File: src/rtl/bram_tdp_bist_pkg.sv
// Shared types and the test pattern generator
// for the BRAM true-dual-port BIST.
package bram_tdp_bist_pkg;

   typedef enum logic [2:0] {
      IDLE,
      WRITE,
      READ,
      DRAIN,
      DONE
   } state_e;

   // Wide enough for DATA_WIDTH and ADDR_WIDTH+20 up to 64 bits.
   localparam int PAT_W = 64;

   function automatic logic [PAT_W-1:0] pat(
      input logic [PAT_W-1:0] x,
      input logic             iv
   );
      logic [PAT_W-1:0] p;
      p = x | (x << 20) | PAT_W'(20'h55000);
      return iv ? ~p : p;
   endfunction

endpackage

File: src/rtl/bram_tdp_bist_if.sv
// Strobe, address and data bundle between the
// BIST engine and both ports of a TDP BRAM.
interface bram_tdp_bist_if #(
   parameter int ADDR_WIDTH = 10,
   parameter int DATA_WIDTH = 36
);
   logic                  rce_a;
   logic                  rce_b;
   logic [ADDR_WIDTH-1:0] ra_a;
   logic [ADDR_WIDTH-1:0] ra_b;
   logic [DATA_WIDTH-1:0] rq_a;
   logic [DATA_WIDTH-1:0] rq_b;
   logic                  wce_a;
   logic                  wce_b;
   logic [ADDR_WIDTH-1:0] wa_a;
   logic [ADDR_WIDTH-1:0] wa_b;
   logic [DATA_WIDTH-1:0] wd_a;
   logic [DATA_WIDTH-1:0] wd_b;

   modport master (
      output rce_a, rce_b, ra_a, ra_b,
      output wce_a, wce_b, wa_a, wa_b,
      output wd_a, wd_b,
      input  rq_a, rq_b
   );

   modport slave (
      input  rce_a, rce_b, ra_a, ra_b,
      input  wce_a, wce_b, wa_a, wa_b,
      input  wd_a, wd_b,
      output rq_a, rq_b
   );
endinterface

File: src/rtl/bram_tdp_bist_checker.sv
// One-cycle compare stage for a single BRAM port:
// holds the expected word for the read issued last cycle.
module bram_tdp_bist_checker
   import bram_tdp_bist_pkg::*;
#(
   parameter int ADDR_WIDTH = 10,
   parameter int DATA_WIDTH = 36
) (
   input  logic                  clk,
   input  logic                  rst_n,
   input  logic                  clr,
   input  logic                  vld_i,
   input  logic [ADDR_WIDTH-1:0] addr_i,
   input  logic                  inv_i,
   input  logic [DATA_WIDTH-1:0] rq_i,
   output logic                  mis_o,
   output logic [ADDR_WIDTH-1:0] addr_o
);

   logic                  vld_q, vld_d;
   logic [DATA_WIDTH-1:0] exp_q, exp_d;
   logic [ADDR_WIDTH-1:0] addr_q, addr_d;

   always_comb begin
      vld_d  = vld_i & ~clr;
      exp_d  = '0;
      addr_d = '0;
      if (vld_i) begin
         exp_d  = DATA_WIDTH'(pat(PAT_W'(addr_i), inv_i));
         addr_d = addr_i;
      end
   end

   always_ff @(posedge clk) begin
      if (!rst_n) begin
         vld_q  <= 1'b0;
         exp_q  <= '0;
         addr_q <= '0;
      end else begin
         vld_q  <= vld_d;
         exp_q  <= exp_d;
         addr_q <= addr_d;
      end
   end

   assign mis_o  = vld_q && (rq_i != exp_q);
   assign addr_o = addr_q;

endmodule

File: src/rtl/bram_tdp_bist.sv
// BIST engine: port A covers the lower half, port B
// the upper half; write both halves, then read back.
module bram_tdp_bist
   import bram_tdp_bist_pkg::*;
#(
   parameter int ADDR_WIDTH = 10,
   parameter int DATA_WIDTH = 36
) (
   input  logic                  clk,
   input  logic                  rst_n,
   input  logic                  start,
   input  logic                  inv,
   output logic                  busy,
   output logic                  done,
   output logic                  pass,
   output logic [15:0]           err_cnt,
   output logic [ADDR_WIDTH-1:0] fail_addr,
   bram_tdp_bist_if.master       mem
);

   localparam int KW = ADDR_WIDTH - 1;
   localparam logic [KW-1:0] K_LAST = '1;

   state_e                state_q, state_d;
   logic [KW-1:0]         k_q, k_d;
   logic                  inv_q, inv_d;
   logic                  pass_q, pass_d;
   logic [15:0]           err_q, err_d;
   logic [ADDR_WIDTH-1:0] fa_q, fa_d;

   logic [ADDR_WIDTH-1:0] addr_a, addr_b;
   logic [ADDR_WIDTH-1:0] mis_addr_a, mis_addr_b;
   logic                  mis_a, mis_b, clr;
   logic [16:0]           sum;

   assign addr_a = {1'b0, k_q};
   assign addr_b = {1'b1, k_q};
   assign clr    = (state_q == IDLE) && start;

   always_comb begin
      mem.wce_a = 1'b0;
      mem.wa_a  = '0;
      mem.wd_a  = '0;
      mem.wce_b = 1'b0;
      mem.wa_b  = '0;
      mem.wd_b  = '0;
      mem.rce_a = 1'b0;
      mem.ra_a  = '0;
      mem.rce_b = 1'b0;
      mem.ra_b  = '0;
      unique case (state_q)
         WRITE: begin
            mem.wce_a = 1'b1;
            mem.wa_a  = addr_a;
            mem.wd_a  = DATA_WIDTH'(pat(PAT_W'(addr_a), inv_q));
            mem.wce_b = 1'b1;
            mem.wa_b  = addr_b;
            mem.wd_b  = DATA_WIDTH'(pat(PAT_W'(addr_b), inv_q));
         end
         READ: begin
            mem.rce_a = 1'b1;
            mem.ra_a  = addr_a;
            mem.rce_b = 1'b1;
            mem.ra_b  = addr_b;
         end
         default: ;
      endcase
   end

   bram_tdp_bist_checker #(
      .ADDR_WIDTH (ADDR_WIDTH),
      .DATA_WIDTH (DATA_WIDTH)
   ) u_chk_a (
      .clk    (clk),
      .rst_n  (rst_n),
      .clr    (clr),
      .vld_i  (mem.rce_a),
      .addr_i (mem.ra_a),
      .inv_i  (inv_q),
      .rq_i   (mem.rq_a),
      .mis_o  (mis_a),
      .addr_o (mis_addr_a)
   );

   bram_tdp_bist_checker #(
      .ADDR_WIDTH (ADDR_WIDTH),
      .DATA_WIDTH (DATA_WIDTH)
   ) u_chk_b (
      .clk    (clk),
      .rst_n  (rst_n),
      .clr    (clr),
      .vld_i  (mem.rce_b),
      .addr_i (mem.ra_b),
      .inv_i  (inv_q),
      .rq_i   (mem.rq_b),
      .mis_o  (mis_b),
      .addr_o (mis_addr_b)
   );

   assign sum = {1'b0, err_q} + 17'(mis_a) + 17'(mis_b);

   always_comb begin
      state_d = state_q;
      k_d     = k_q;
      inv_d   = inv_q;
      pass_d  = pass_q;
      err_d   = err_q;
      fa_d    = fa_q;
      // Saturated counter never returns to 0, so 0 marks "no miss yet".
      if (mis_a || mis_b) begin
         err_d = sum[16] ? 16'hFFFF : sum[15:0];
         if (err_q == 16'd0)
            fa_d = mis_a ? mis_addr_a : mis_addr_b;
      end
      unique case (state_q)
         IDLE: begin
            if (start) begin
               state_d = WRITE;
               k_d     = '0;
               inv_d   = inv;
               pass_d  = 1'b0;
               err_d   = '0;
               fa_d    = '0;
            end
         end
         WRITE: begin
            if (k_q == K_LAST) begin
               state_d = READ;
               k_d     = '0;
            end else begin
               k_d = k_q + 1'b1;
            end
         end
         READ: begin
            if (k_q == K_LAST) begin
               state_d = DRAIN;
               k_d     = '0;
            end else begin
               k_d = k_q + 1'b1;
            end
         end
         DRAIN: begin
            state_d = DONE;
            pass_d  = (err_d == 16'd0);
         end
         DONE:    state_d = IDLE;
         default: state_d = IDLE;
      endcase
   end

   always_ff @(posedge clk) begin
      if (!rst_n) begin
         state_q <= IDLE;
         k_q     <= '0;
         inv_q   <= 1'b0;
         pass_q  <= 1'b0;
         err_q   <= '0;
         fa_q    <= '0;
      end else begin
         state_q <= state_d;
         k_q     <= k_d;
         inv_q   <= inv_d;
         pass_q  <= pass_d;
         err_q   <= err_d;
         fa_q    <= fa_d;
      end
   end

   assign busy      = (state_q != IDLE);
   assign done      = (state_q == DONE);
   assign pass      = pass_q;
   assign err_cnt   = err_q;
   assign fail_addr = fa_q;

endmodule
File: src/flat_wrapper.sv
// flat-port wrapper written by rule: the top's interface ports become plain ports
module bram_tdp_bist_flat import bram_tdp_bist_pkg::*;
#(
   parameter int ADDR_WIDTH = 10,
   parameter int DATA_WIDTH = 36
)
  (clk, rst_n, start, inv, busy, done, pass, err_cnt, fail_addr, mem_rce_a, mem_rce_b, mem_ra_a, mem_ra_b, mem_wce_a, mem_wce_b, mem_wa_a, mem_wa_b, mem_wd_a, mem_wd_b, mem_rq_a, mem_rq_b);
  bram_tdp_bist_if #(.ADDR_WIDTH(ADDR_WIDTH), .DATA_WIDTH(DATA_WIDTH)) mem_i ();
  input  logic clk;
  input  logic rst_n;
  input  logic start;
  input  logic inv;
  output logic busy;
  output logic done;
  output logic pass;
  output logic [15:0] err_cnt;
  output logic [ADDR_WIDTH-1:0] fail_addr;
  output wire logic [$bits(mem_i.rce_a)-1:0] mem_rce_a;
  output wire logic [$bits(mem_i.rce_b)-1:0] mem_rce_b;
  output wire logic [$bits(mem_i.ra_a)-1:0] mem_ra_a;
  output wire logic [$bits(mem_i.ra_b)-1:0] mem_ra_b;
  output wire logic [$bits(mem_i.wce_a)-1:0] mem_wce_a;
  output wire logic [$bits(mem_i.wce_b)-1:0] mem_wce_b;
  output wire logic [$bits(mem_i.wa_a)-1:0] mem_wa_a;
  output wire logic [$bits(mem_i.wa_b)-1:0] mem_wa_b;
  output wire logic [$bits(mem_i.wd_a)-1:0] mem_wd_a;
  output wire logic [$bits(mem_i.wd_b)-1:0] mem_wd_b;
  input wire logic [$bits(mem_i.rq_a)-1:0] mem_rq_a;
  input wire logic [$bits(mem_i.rq_b)-1:0] mem_rq_b;
  assign mem_rce_a = mem_i.rce_a;
  assign mem_rce_b = mem_i.rce_b;
  assign mem_ra_a = mem_i.ra_a;
  assign mem_ra_b = mem_i.ra_b;
  assign mem_wce_a = mem_i.wce_a;
  assign mem_wce_b = mem_i.wce_b;
  assign mem_wa_a = mem_i.wa_a;
  assign mem_wa_b = mem_i.wa_b;
  assign mem_wd_a = mem_i.wd_a;
  assign mem_wd_b = mem_i.wd_b;
  assign mem_i.rq_a = mem_rq_a;
  assign mem_i.rq_b = mem_rq_b;
  bram_tdp_bist #(.ADDR_WIDTH(ADDR_WIDTH), .DATA_WIDTH(DATA_WIDTH)) u_core (.clk(clk), .rst_n(rst_n), .start(start), .inv(inv), .busy(busy), .done(done), .pass(pass), .err_cnt(err_cnt), .fail_addr(fail_addr), .mem(mem_i));
endmodule
File: config.mk
export PLATFORM = sky130hd
export DESIGN_NAME = bram_tdp_bist_flat
export DESIGN_NICKNAME = d
export VERILOG_FILES = /design/src/rtl/bram_tdp_bist_pkg.sv /design/src/rtl/bram_tdp_bist_if.sv /design/src/rtl/bram_tdp_bist_checker.sv /design/src/rtl/bram_tdp_bist.sv /design/src/flat_wrapper.sv
export SDC_FILE = /design/constraint.sdc
export NUM_CORES = 1
export LEC_CHECK = 0
export CAP_MARGIN = 20
export CELL_PAD_IN_SITES_DETAIL_PLACEMENT = 1
export CELL_PAD_IN_SITES_GLOBAL_PLACEMENT = 2
export CORE_MARGIN = 3
export CORE_UTILIZATION = 23
export DETAILED_ROUTE_END_ITERATION = 7
export PLACE_DENSITY_LB_ADDON = 0.1
export SLEW_MARGIN = 20
export SYNTH_ARGS = -nofsm -noshare
export SYNTH_HDL_FRONTEND = slang
export SYNTH_SLANG_ARGS = --single-unit
File: constraint.sdc
create_clock -name clk -period 6.7 [get_ports clk]
set_input_delay 0.67 -clock clk [delete_from_list [all_inputs] [get_ports clk]]
set_output_delay 0.67 -clock clk [all_outputs]
set_load 0.005 [all_outputs]
# Yosys cells after proc, flatten, opt, wreduce, memory -nomap -nowiden
# Index checks and enable logic that the tools add are counted.
dict set report totals {
  output_inout_bits 145
  register_bits 133
  in_bits 76
}
dict set report classes {
  bitwise 10
  n_mux 30
  addsub 3
  eq_ne 10
  n_reduce_logical 16
}
# cell count
set ops {}
lappend ops {{$mux 36} 6}
lappend ops {{$or 10x30->30} 3}
lappend ops {{$ne 36x36->1} 2}
lappend ops {{$not 30->36} 2}
lappend ops {{$not 36->36} 2}
lappend ops {{$mux 10} 7}
lappend ops {{$mux 16} 4}
lappend ops {{$mux 9} 4}
lappend ops {{$logic_not 16->1} 2}
lappend ops {{$or 9x29->29} 1}
lappend ops {{$pmux 9 s2} 1}
lappend ops {{$add 16x1->17} 1}
lappend ops {{$add 17x1->17} 1}
lappend ops {{$pmux 3 s4} 1}
lappend ops {{$add 9x1->9 const B} 1}
lappend ops {{$eq 9x9->1 const B} 1}
lappend ops {{$mux 3} 3}
lappend ops {{$reduce_and 2->1} 4}
lappend ops {{$eq 3x2->1 const B} 2}
lappend ops {{$ne 2x1->1 const B} 2}
lappend ops {{$reduce_bool 2->1} 2}
lappend ops {{$eq 3x1->1 const B} 1}
lappend ops {{$eq 3x3->1 const B} 1}
lappend ops {{$logic_and 1x1->1} 3}
lappend ops {{other kinds (10)} 12}

# Depth between registers and ports, before layout
dict set report depth {
  word_depth 8
  depth_mapped 18
  mapped_depth_nobuf 16
}

# Modules after synthesis
# Synthesis repeated with hierarchy kept, for this count alone.
dict set report unflattened {
  hier_cells 610
  hier_area_um2 5092.4
}
# module area_each_um2 n_inst cells_each seq_area_each_um2
set by_module_without_submodules {}
lappend by_module_without_submodules {bram_tdp_bist 3123.0 1 398 800.8}
lappend by_module_without_submodules {bram_tdp_bist_checker 984.7 2 106 480.5}

# Worst setup path after synthesis
# Ideal clock, no wire load.
dict set report synth_timing {
  path_kind {input-to-reg}
  start {input port mem_rq_a[8]}
  end {register u_core.pass_q (netlist: u_core.pass)}
  t_required_ps 6641
  setup_time_ps 59
  path_slack_ps 2238
  t_arrival_ps 4403
  cell_stages 18
  path_cell_list {nor3_1 > o22ai_1 > or4_1 > nor4b_2 > and2b_1 > fa_1 > ha_1 > and3_1 > and3_1 > and2_1 > clkbuf_1 > nand3_1 > clkbuf_1 > nand2_1 > a21oi_2 > a31oi_1 > nor4_1 > a31o_1}
}
dict set report synth_via {
  elab_chain_cells 8
}
# item line_no
set synth_rtl {}
lappend synth_rtl {{from (decl)} flat_wrapper.sv:28} ;# input wire logic [$bits(mem_i.rq_a)-1:0] mem_rq_a;
lappend synth_rtl {{$ne 36x36->1 (*)} bram_tdp_bist_checker.sv:46} ;# assign mis_o = vld_q && (rq_i != exp_q);
lappend synth_rtl {{$logic_and 1x1->1 (*)} bram_tdp_bist_checker.sv:46}
lappend synth_rtl {{$add 16x1->17} bram_tdp_bist.sv:100} ;# assign sum = {1'b0, err_q} + 17'(mis_a) + 17'(mis_b);
lappend synth_rtl {{$add 17x1->17} bram_tdp_bist.sv:100}
lappend synth_rtl {{$mux 16} bram_tdp_bist.sv:111} ;# err_d = sum[16] ? 16'hFFFF : sum[15:0];
lappend synth_rtl {{$mux 16 (*)} bram_tdp_bist.sv:110} ;# if (mis_a || mis_b) begin
lappend synth_rtl {{$logic_not 16->1 (*)} bram_tdp_bist.sv:144} ;# pass_d = (err_d == 16'd0);
lappend synth_rtl {{$pmux 1 s2 (*)} bram_tdp_bist.sv:115} ;# unique case (state_q)
lappend synth_rtl {{to (signal assigned)} bram_tdp_bist.sv:163} ;# pass_q <= pass_d;
lappend synth_rtl {{to (decl)} bram_tdp_bist.sv:27} ;# logic pass_q, pass_d;
# Every way passes the cells marked *; elsewhere a longest branch is shown, timed or not.
# A chain may end at the register's enable or synchronous reset.

# Worst setup path after layout
dict set report layout_timing {
  start {input port mem_rq_a[22]}
  end {register u_core.pass_q (netlist: u_core.pass)}
}
# Same word-level chain as after synthesis.

==> results.md <==
- TritonCTS buffer count: 9
- # H-tree levels: 3
- Setup TNS: 0 ns
- Root buf cell: clkbuf_16
- Placed cells: 871
- Pre-antenna DRT Iters: 4
- CTS tree: built
- Post-DRT Antenna Nets: 0
- CP Launch Type: input port
- Lkg Pwr: between 2 and 2.5 nW
- Crit path top cell by count: and3_1
- Slew HR: slightly above 40%
- GRT Total Usage: 16.0%
- RSZ-0062 raised after global routing: false
- Final Util: 35.0%
- Drt via density: approximately 4.7
- Diode count: 0
- Synth warnings: 0
- Gate Count Post-Synth: 534
- Max Cap Violations: 0
- Layout Nets: 733
- # setup viols final: 0
- Achievable frequency: between 0.15 and 0.2 GHz
- Critical Path RT: about 7.0 ns
- Worst-Skew Late Latency: 0.33 ns
- DRC Markers: 0
- Cts repair resizes: 0
- Critical path peak fanout: 12
- Worst slew pin tran: around 0.88 ns
- Worst min path class: register to register
- Largest net degree at the start of global routing: 28
- GR Overflow Total: 0
- Hold WS: 0.471 ns
- CP max stage delay: 0.55 ns
- Initial antenna violation count: 0
- Clk_skew: 0.00919 ns
- Syn_area_per_cell: roughly 8 um2
- Fin crit share: 76.1%
- Mapped Area: 4260 um2
- CP Capture Type: register
- Worst path arrival time: ~5.4 ns
- Final Instance Area: 6320 um2
- Status: finished clean
- Seq cells post-synth: between 60 and 70
- Drt wl/cell: 18.0 um
- Fraction of layout cells with a size suffix above 1: under 10%
- FFs w/ async S/R, synth: 0%
- Largest buffer count on any clock path: 2
- Sequential share of the synthesized area: 30.0%
- Synth cell types: 56
- Crit path cell chain: clkdlybuf4s50_1 > and3_1 > o21ai_1 > or4_1 > nor4b_2 > and2b_1 > fa_1 > ha_1 > and3_1 > and3_1 > and2_1 > nand3_1 > and2_4 > a32oi_1 > nor4_1 > a31o_1
- Reg clk slew, reported paths: 0.06 ns
- Register area: 1280 um2
- Number of fill cells: 2116
- Cts hold-fix bufs: 0
- Commonest non-fill, non-tap cell in the layout: clkdlybuf4s50_1
- Total power: 1.03 mW
- Critical path's top delay family: simple AND/OR/NAND/NOR gates
- Worst vdd ir: 135 uV
- EDFF count, synth: 0
- Core region area: around 18000 um2
- Dpl cell area: about 6000 um2
- Critical path's slowest cell: or4_1
- Via Count: 4176
- Most frequent cells in the layout: clkdlybuf4s50_1 (218), dfxtp_1 (64), nor2_1 (59)
- PortBufs: 218
- Vias in the first global route: roughly 4600
- Global-route wire length before repair: between 20000 and 30000 um
- Initial Util: 23.6%
- Rows: between 40 and 50
- Layout area overhead: 48.3%
- Buf+Inv Stages, Crit Path: 1
- GP Congestion: 0.841
- Footprint of the multi-input gates: 2180 um2
- Die Y: 142 um
- Fin crit period: between 5 and 6 ns
- Post-DP HPWL: 12300 um
- Final WL: 16000 um
- Setup slack after layout: 1.60 ns
- Boundary Pins: about 220
- Final Hold Violating Endpoints: 0
- Setup Crit Path Kind: input port to register
- CTS sink cnt: 64
- Pre-CTS WS: 1.27 ns
- Die Wd: approximately 140 um
- Pwr dens: 163 nW/um2
- Setup Buffers After CTS: 0
- Die area: 20200 um2
- Post-Layout Cell Count: between 800 and 900
- Top_reg_cell synth: dfxtp_1
- Pins Over Slew Limit: 0
- Initial drt markers: 238
flip-flops by register name (all words and copies together), names as in the netlist, 3 cells and up:
signal / cells
u_core.fail_addr: 10
u_core.u_chk_b.exp_q: 12
u_core.k_q: 9
u_core.err_cnt: 16
u_core.u_chk_b.addr_o: 10
u_core.state_q: 3
worst register-to-register path, cell delays in order (launching register included):
cell	delay, ns
dfxtp_1	0.52
and3_1	0.22
o22ai_1	0.09
or4_1	0.51
nor4b_2	0.36
and2b_1	0.26
fa_1	0.46
ha_1	0.28
and3_1	0.25
and3_1	0.22
and2_1	0.25
nand3_1	0.39
and2_4	0.32
a32oi_1	0.12
nor4_1	0.34
a31o_1	0.18
layer usage:
layer | wire (um) | global-route usage [%] | up-vias
li1 | - | - | 2003
met1 | 6820 | 18.6 | 2006
met2 | 8010 | 28.1 | 149
met3 | 959 | 5.65 | 18
met4 | 213 | 3.64 | 0
met5 | 0 | 0 | -
cells in the mapped netlist, drive strengths merged (2+ instances only):
| master | count | area (um2) |
|---|---|---|
| and2 | 23 | 146 |
| nand2 | 28 | 105 |
| or3 | 5 | 31.3 |
| nor3b | 2 | 15.0 |
| o22ai | 3 | 18.8 |
| nand2b | 4 | 25.0 |
| a21boi | 3 | 26.3 |
| mux2i | 22 | 220 |
| a31oi | 2 | 12.5 |
| and2b | 2 | 15.0 |
| nand3 | 16 | 80.1 |
| xnor2 | 14 | 123 |
| dfxtp | 64 | 1280 |
| clkbuf | 23 | 86.3 |
| or4 | 6 | 45.0 |
| and3 | 32 | 200 |
| a311oi | 6 | 52.6 |
| nor4 | 11 | 75.1 |
| a21oi | 20 | 104 |
| nor2b | 7 | 43.8 |
| a41o | 2 | 20.0 |
| o21ai | 7 | 35.0 |
| nor3 | 16 | 80.1 |
| a22oi | 2 | 15.0 |
| inv | 8 | 30.0 |
| buf | 92 | 688 |
| nand4 | 13 | 81.3 |
| xor2 | 17 | 149 |
| o2111ai | 2 | 17.5 |
| nor2 | 59 | 221 |
| ha | 3 | 37.5 |
| a211oi | 3 | 22.5 |
final cells by class:
| cell class | count | area share (%) |
|---|---|---|
| Inverter | 8 | 0.475 |
| Timing Repair Buffer | 222 | 35.0 |
| Clock buffer | 10 | 3.78 |
| Clock inverter | 6 | 1.44 |
| Sequential cell | 64 | 20.3 |
| Tap cell | 229 | 4.53 |
| Multi-Input combinational cell | 348 | 34.5 |
power breakdown:
part | switching, mW | total, mW | internal [mW]
clock network | 0.178 | 0.516 | 0.337
registers | 0.00544 | 0.388 | 0.382
logic | 0.0458 | 0.127 | 0.0810
logic make-up after synthesis:
family | Yosys count | synth area share, %
AO/OA/AOI/OAI | 59 | 9.39
adder cells (fa/ha/maj) | 4 | 1.35
XOR/XNOR | 31 | 6.37
AND/OR/NAND/NOR | 229 | 28.5
flip-flops | 64 | 30.0
buffers and inverters | 123 | 18.9
other | 1 | 0.0879
multiplexers | 23 | 5.43
worst paths after layout:
path | start | depth (start not counted) | slack [ns] | end
hold / removal | u_core.u_chk_b.addr_o[0]$_SDFF_PN0_ | 2 | 0.47 | u_core.fail_addr[0]$_SDFF_PN0_
hold reg to reg | u_core.u_chk_b.addr_o[0]$_SDFF_PN0_ | 2 | 0.47 | u_core.fail_addr[0]$_SDFF_PN0_
setup / recovery | mem_rq_a[22] | 16 | 1.60 | u_core.pass$_SDFFE_PN0P_
setup reg to reg | u_core.u_chk_a.exp_q[34]$_SDFF_PN0_ | 15 | 1.87 | u_core.pass$_SDFFE_PN0P_
Note: power is estimated with default switching activity, not from simulation.
